## config.mk

```make
export PLATFORM = sky130hd
export DESIGN_NAME = spi_tx_sched
export DESIGN_NICKNAME = d
export VERILOG_FILES = /design/src/rtl/spi_sched_pkg.sv /design/src/rtl/spi_tx_sched_rr_arbiter.sv /design/src/rtl/spi_tx_sched.sv
export SDC_FILE = /design/constraint.sdc
export NUM_CORES = 1
export LEC_CHECK = 0
export CAP_MARGIN = 10
export CELL_PAD_IN_SITES_DETAIL_PLACEMENT = 1
export CELL_PAD_IN_SITES_GLOBAL_PLACEMENT = 2
export CORE_UTILIZATION = 25
export CTS_CLUSTER_DIAMETER = 80
export DETAILED_ROUTE_END_ITERATION = 12
export GPL_TIMING_DRIVEN = 0
export PLACE_DENSITY_LB_ADDON = 0.1
export SLEW_MARGIN = 20
export SYNTH_ARGS = -nofsm -noshare
export SYNTH_HDL_FRONTEND = slang
export SYNTH_SLANG_ARGS = --single-unit
```

## constraint.sdc

```tcl
create_clock -name clk -period 5 [get_ports clk]
set_input_delay 0.5 -clock clk [delete_from_list [all_inputs] [get_ports clk]]
set_output_delay 0.5 -clock clk [all_outputs]
set_load 0.02 [all_outputs]
```

## src/rtl/spi_sched_pkg.sv

```systemverilog
// Shared definitions for the SPI transmit scheduler.
//   state_e : scheduler state encoding (RST_PULSE, IDLE, WAIT_DONE, GAP)
//   clog2   : ceiling log2, used to size index and counter fields
package spi_sched_pkg;

  typedef enum logic [1:0] {
    RST_PULSE = 2'd0,
    IDLE      = 2'd1,
    WAIT_DONE = 2'd2,
    GAP       = 2'd3
  } state_e;

  // Number of bits needed to hold the values 0 .. n-1 (0 for n <= 1).
  function automatic int clog2(input int n);
    int r;
    r = 0;
    for (int v = n - 1; v > 0; v = v >> 1) begin
      r = r + 1;
    end
    return r;
  endfunction

endpackage

```

## src/rtl/spi_tx_sched_rr_arbiter.sv

```systemverilog
// Combinational round-robin arbiter.
// Picks the first asserted request at or after rr_ptr_i, wrapping modulo NREQ.
// Ports:
//   req_valid_i  in   NREQ  pending request per requester
//   rr_ptr_i     in   IW    index with highest priority this round
//   any_valid_o  out  1     at least one request is pending
//   grant_o      out  IW    selected requester (0 when none pending)
module rr_arbiter
  import spi_sched_pkg::*;
#(
  parameter int NREQ = 4,
  parameter int IW   = clog2(NREQ)
) (
  input  logic [NREQ-1:0] req_valid_i,
  input  logic [IW-1:0]   rr_ptr_i,
  output logic            any_valid_o,
  output logic [IW-1:0]   grant_o
);

  logic [IW:0]   sum;
  logic [IW-1:0] idx;

  // Scan offsets from farthest to nearest so the request closest to the
  // pointer is the one left standing after the loop.
  always_comb begin
    any_valid_o = 1'b0;
    grant_o     = '0;
    sum         = '0;
    idx         = '0;
    for (int k = NREQ - 1; k >= 0; k--) begin
      sum = {1'b0, rr_ptr_i} + (IW+1)'(k);
      if (sum >= (IW+1)'(NREQ)) begin
        sum = sum - (IW+1)'(NREQ);
      end
      idx = sum[IW-1:0];
      if (req_valid_i[idx]) begin
        any_valid_o = 1'b1;
        grant_o     = idx;
      end
    end
  end

endmodule

```

## src/rtl/spi_tx_sched.sv

```systemverilog
// Round-robin scheduler sharing one SPI transmit master between NREQ
// requesters. Grants one requester at a time, issues a single-cycle dv with
// its word, waits for spi_done, enforces an idle gap, and pulses spi_rst
// after system reset and after a frame timeout.
// Ports:
//   clk, reset   clock and synchronous active-high reset
//   req_valid    in   NREQ     requester i has a word pending (held until ready)
//   req_data     in   NREQ*DW  requester i word at [i*DW +: DW]
//   req_ready    out  NREQ     one-hot pulse: word of requester i accepted
//   tx_data      out  DW       word to SPI master, holds last granted word
//   dv           out  1        pulse: tx_data valid, start frame
//   spi_done     in   1        pulse from SPI master: frame finished
//   spi_rst      out  1        reset pulse to SPI master
//   grant_id     out  IW       index of last granted requester
//   timeout_err  out  1        pulse: frame aborted on timeout
module spi_tx_sched
  import spi_sched_pkg::*;
#(
  parameter int NREQ       = 4,
  parameter int DW         = 16,
  parameter int RST_CYCLES = 1,
  parameter int GAP_CYCLES = 2,
  parameter int TIMEOUT    = 3000
) (
  input  logic                   clk,
  input  logic                   reset,
  input  logic [NREQ-1:0]        req_valid,
  input  logic [NREQ*DW-1:0]     req_data,
  output logic [NREQ-1:0]        req_ready,
  output logic [DW-1:0]          tx_data,
  output logic                   dv,
  input  logic                   spi_done,
  output logic                   spi_rst,
  output logic [clog2(NREQ)-1:0] grant_id,
  output logic                   timeout_err
);

  localparam int IW = clog2(NREQ);

  // One counter serves the timeout, reset-pulse and gap phases, so it is
  // sized for the longest of them.
  localparam int CNT_MAX = (TIMEOUT >= RST_CYCLES && TIMEOUT >= GAP_CYCLES) ? TIMEOUT :
                           (RST_CYCLES >= GAP_CYCLES) ? RST_CYCLES : GAP_CYCLES;
  localparam int CW = clog2(CNT_MAX);

  localparam logic [CW-1:0] TO_LAST  = CW'(TIMEOUT - 1);
  localparam logic [CW-1:0] RST_LAST = CW'(RST_CYCLES - 1);
  localparam logic [CW-1:0] GAP_LAST = CW'((GAP_CYCLES > 0) ? GAP_CYCLES - 1 : 0);

  state_e            state_q;
  logic [CW-1:0]     cnt_q;
  logic [IW-1:0]     rr_ptr_q;
  logic [NREQ-1:0]   req_ready_q;
  logic [DW-1:0]     tx_data_q;
  logic              dv_q;
  logic              spi_rst_q;
  logic [IW-1:0]     grant_id_q;
  logic              timeout_err_q;

  logic              any_valid;
  logic [IW-1:0]     grant;
  logic [IW-1:0]     rr_ptr_d;
  logic [DW-1:0]     word_d;
  logic [NREQ-1:0]   ready_d;

  rr_arbiter #(
    .NREQ (NREQ),
    .IW   (IW)
  ) u_arb (
    .req_valid_i (req_valid),
    .rr_ptr_i    (rr_ptr_q),
    .any_valid_o (any_valid),
    .grant_o     (grant)
  );

  always_comb begin
    rr_ptr_d = (grant == IW'(NREQ - 1)) ? '0 : grant + IW'(1);
    ready_d  = NREQ'(1) << grant;
    word_d   = '0;
    for (int i = 0; i < NREQ; i++) begin
      if (grant == IW'(i)) begin
        word_d = req_data[i*DW +: DW];
      end
    end
  end

  always_ff @(posedge clk) begin
    if (reset) begin
      state_q       <= RST_PULSE;
      cnt_q         <= '0;
      rr_ptr_q      <= '0;
      req_ready_q   <= '0;
      tx_data_q     <= '0;
      dv_q          <= 1'b0;
      spi_rst_q     <= 1'b0;
      grant_id_q    <= '0;
      timeout_err_q <= 1'b0;
    end else begin
      dv_q          <= 1'b0;
      req_ready_q   <= '0;
      timeout_err_q <= 1'b0;
      case (state_q)
        // spi_rst is already high when arriving from a timeout; after system
        // reset it is raised here first, so the pulse is RST_CYCLES long in
        // both cases.
        RST_PULSE: begin
          if (!spi_rst_q) begin
            spi_rst_q <= 1'b1;
            cnt_q     <= '0;
          end else if (cnt_q == RST_LAST) begin
            spi_rst_q <= 1'b0;
            cnt_q     <= '0;
            state_q   <= IDLE;
          end else begin
            cnt_q <= cnt_q + CW'(1);
          end
        end
        IDLE: begin
          if (any_valid) begin
            tx_data_q   <= word_d;
            dv_q        <= 1'b1;
            req_ready_q <= ready_d;
            grant_id_q  <= grant;
            rr_ptr_q    <= rr_ptr_d;
            cnt_q       <= '0;
            state_q     <= WAIT_DONE;
          end
        end
        // spi_done is tested before the timeout so a done arriving on the
        // last allowed cycle still completes the frame normally.
        WAIT_DONE: begin
          if (spi_done) begin
            cnt_q   <= '0;
            state_q <= (GAP_CYCLES == 0) ? IDLE : GAP;
          end else if (cnt_q == TO_LAST) begin
            timeout_err_q <= 1'b1;
            spi_rst_q     <= 1'b1;
            cnt_q         <= '0;
            state_q       <= RST_PULSE;
          end else begin
            cnt_q <= cnt_q + CW'(1);
          end
        end
        GAP: begin
          if (cnt_q == GAP_LAST) begin
            cnt_q   <= '0;
            state_q <= IDLE;
          end else begin
            cnt_q <= cnt_q + CW'(1);
          end
        end
      endcase
    end
  end

  assign req_ready   = req_ready_q;
  assign tx_data     = tx_data_q;
  assign dv          = dv_q;
  assign spi_rst     = spi_rst_q;
  assign grant_id    = grant_id_q;
  assign timeout_err = timeout_err_q;

endmodule

```

==> flow_summary.yaml <==
run_status:
  outcome: "complete, no violations"
power_and_ir_drop:
  switching_share: 0.417
  clockPowerShare: 0.145
  p_per_area_mw_per_mm2: 403
  p_seq_frac: 0.305
  peakVddDrop_mv: 0.159
  comb_power_share: 0.550
  p_leak_uw: 0.00127
  intPower_uw: 844
  p_switching_uw: 605
worst_hold_path:
  whs_path_depth: 2
  min_to: "grant_id[0]$_SDFFE_PP0N_"
  hold_class: "reg2reg"
  hold_start: "grant_id[0]$_SDFFE_PP0N_"
place:
  place_area_mm2: 0.00351
  port_buffers: 95
  dp_hpwl_um: 6530
  placed_cells: 536
  place.gp.congestion: 0.764
timing:
  setup_viol: 0
  hold_ws_ns: 0.466
  slew_viol_final: 0
  hold_viol_final: 0
  fin_crit_ns: 3.30
  tns_ns: 0
  rsz0062_at_grt: "false"
  worstMarginPinSlew_ns: 1.02
  period_share: 0.659
  slew_headroom: 0.303
  fmax_mhz: 303
  fin_skew_ns: 0.00467
cts:
  cts_resized: 0
  clock-sinks: 41
  cts_tree: "built"
  cts_hold_buffers: 0
  cts-root-buf: "clkbuf_8"
  numCtsBuffers: 5
  cts_buffer_depth: 2
  post_cts.repair.setup_buffers: 0
  cts_htree_levels: 2
  worstSkewPairLatency_ns: 0.28
  clkTransAtPathRegs_ns: 0.08
floorplan:
  io_pins: 96
  dieArea_mm2: 0.00996
  dieHeight_um: 99.8
  die_x_um: 99.8
  coreArea_mm2: 0.00924
  initial_core_util: 0.259
  row_count: 35
critical_path:
  slowest_stage: "nor3_1"
  rrSetupSlack_ns: 1.91
  crit_fanout: 10
  critical_path_class: "in2reg"
  crit_chain: "clkdlybuf4s50_1 -> mux2i_1 -> nor2_1 -> nor3_1 -> inv_1 -> ha_1 -> clkbuf_1 -> clkbuf_1 -> nand3b_1 -> a21oi_1 -> a21oi_1 -> o21a_1 -> nor3_1"
  cp-end-kind: "register"
  arrival_ns: 3.45
  reg2reg_from: "rr_ptr_q[1]$_SDFFE_PP0N_"
  worst_setup_path_start_kind: "input port"
  crit_buf_inv: 4
  r2r_cells: 12
  critical_path_required_ns: 5.15
  cpLargestDelayFamily: "buffers and inverters"
  critical-path-max-stage-delay_ns: 0.76
  r2r_end: "tx_data[13]$_SDFFE_PP0N_"
layout:
  fin_area_mm2: 0.00359
  nFillCells: 1149
  instances_no_fill: 544
  final_cell_mix: "95 x clkdlybuf4s50_1, 58 x a21oi_1, 41 x dfxtp_1"
  area_delta_synth_final_pct: 50.2
  post-route-util: 0.389
  final_common_cell: "clkdlybuf4s50_1"
  drive_above_1_share: 0.0434
  nets: 497
  diodes: 0
logic_synthesis:
  synth_top_family_by_area: "simple AND/OR/NAND/NOR gates"
  ys_types: 36
  synth_compound_area_frac: 0.222
  synth_area_per_cell_um2: 7.66
  ys.flop_type: "dfxtp_1"
  async_flop_share: 0
  synth_top_area_frac: 0.343
  yosysSeqAreaShare: 0.343
  syn_inst: 312
  synthAdderAreaFrac: 0.0628
  synth_edf_count: 0
  synth_xor_area_frac: 0.0403
  synth_nets: 395
  ys_top_cells_by_area: "dfxtp_1 34%, a21oi_1 12%, ha_1 6.3%"
  yosysWarnings: 0
  synth_seq_cells: 41
  synth_area_mm2: 0.00239
  synth.area.mux_share: 0.00419
  synthSimpleGateAreaFrac: 0.276
  synth_top_area_cell: "dfxtp_1"
grt:
  grt_pass1_vias: 2663
  antenna_found_initial: 0
  grt_pass1_wl_um: 13400
  track_usage: 0.167
  gr-total-overflow: 0
  grt_max_degree: 13
job:
  max_cap_viol_count: 0
route:
  viasPerCell: 4.67
  drtPass1Iterations: 3
  drtIter0Drc: 24
  vias: 2543
  drcViolationCount: 0
  ant_nets: 0
  routed_wirelength_um: 8220
  drt-wirelength-per-cell_um: 15.1
## logic make-up (layout without fill, tap and decap cells)
| family | Yosys count | count (layout) |
|---|---|---|
| XOR/XNOR | 11 | 11 |
| multiplexers | 1 | 1 |
| AND/OR/NAND/NOR | 129 | 129 |
| flip-flops | 41 | 41 |
| AO/OA/AOI/OAI | 88 | 88 |
| buffers and inverters | 30 | 133 |
| adder cells (fa/ha/maj) | 12 | 12 |
## metrics by stage
step	power (µW)	worst slack (ns)
2_1_floorplan	935	2.56
3_3_place_gp	1240	1.45
3_5_place_dp	1260	1.40
4_1_cts	1480	1.68
5_1_grt	1580	1.36
6_report	1450	1.70
## sequential cells by signal, indices dropped and copies added, names as in the netlist
name	count
cnt_q	12
spi_rst	1
grant_id	2
timeout_err	1
req_ready	4
tx_data	16
state_q	2
dv	1
rr_ptr_q	2
## cell usage after synthesis (3+ instances only)
library cell,count
inv_1,10
nor3_1,20
a211oi_1,4
xnor2_1,5
nor4_1,3
nand2_1,29
nand3b_1,18
o21a_1,17
nand4_1,4
nand2b_1,4
dfxtp_1,41
clkbuf_1,16
o41ai_1,3
a21oi_1,58
nand3_1,5
ha_1,12
xor2_1,6
nor2_1,34
## per-layer routing
layer  track usage  share of wire
met2         0.295           0.47
met1         0.216           0.48
met5             0              0
met3        0.0230          0.046
met4        0.0385         0.0085
## worst max-delay path by stage
| stage | depth (start not counted) | start | end |
|---|---|---|---|
| global placement | 13 | req_valid[0] | tx_data[4]$_SDFFE_PP0N_ |
| CTS | 13 | req_valid[0] | tx_data[13]$_SDFFE_PP0N_ |
| global route | 13 | req_valid[0] | tx_data[0]$_SDFFE_PP0N_ |
| finish | 13 | req_valid[0] | tx_data[13]$_SDFFE_PP0N_ |
| floorplan | 12 | req_valid[2] | tx_data[0]$_SDFFE_PP0N_ |
| detailed placement | 13 | req_valid[0] | tx_data[13]$_SDFFE_PP0N_ |
## worst register-to-register path: stages, from the launching register on
cell,delay (ns)
dfxtp_1,0.45
mux2i_1,0.21
nor2_1,0.05
nor3_1,0.76
inv_1,0.17
ha_1,0.25
clkbuf_1,0.19
clkbuf_1,0.28
nand3b_1,0.16
a21oi_1,0.07
a21oi_1,0.18
o21a_1,0.13
nor3_1,0.05
## power by group through the flow
stage                     registers (µW)  logic, µW  clock network, µW
after CTS                            445        812                220
after floorplan                      514        421                  0
final                                442        797                209
after detailed placement             453        807                  0
after global placement               449        789                  0
after global routing                 452        898                233
## final cells by class
| cell class | instances | area, µm² | share of cell area |
|---|---|---|---|
| clock buffers | 6 | 72.6 | 0.0202 |
| flip-flops and latches | 41 | 821 | 0.228 |
| clock inverters | 2 | 10.0 | 0.00279 |
| plain buffers | 20 | 85.1 | 0.0237 |
| repair buffers | 95 | 951 | 0.265 |
| well taps | 129 | 161 | 0.0449 |
| multi-input cells | 241 | 1450 | 0.405 |
| inverters | 10 | 37.5 | 0.0104 |
No activity file was read; power rests on OpenSTA's default activity.
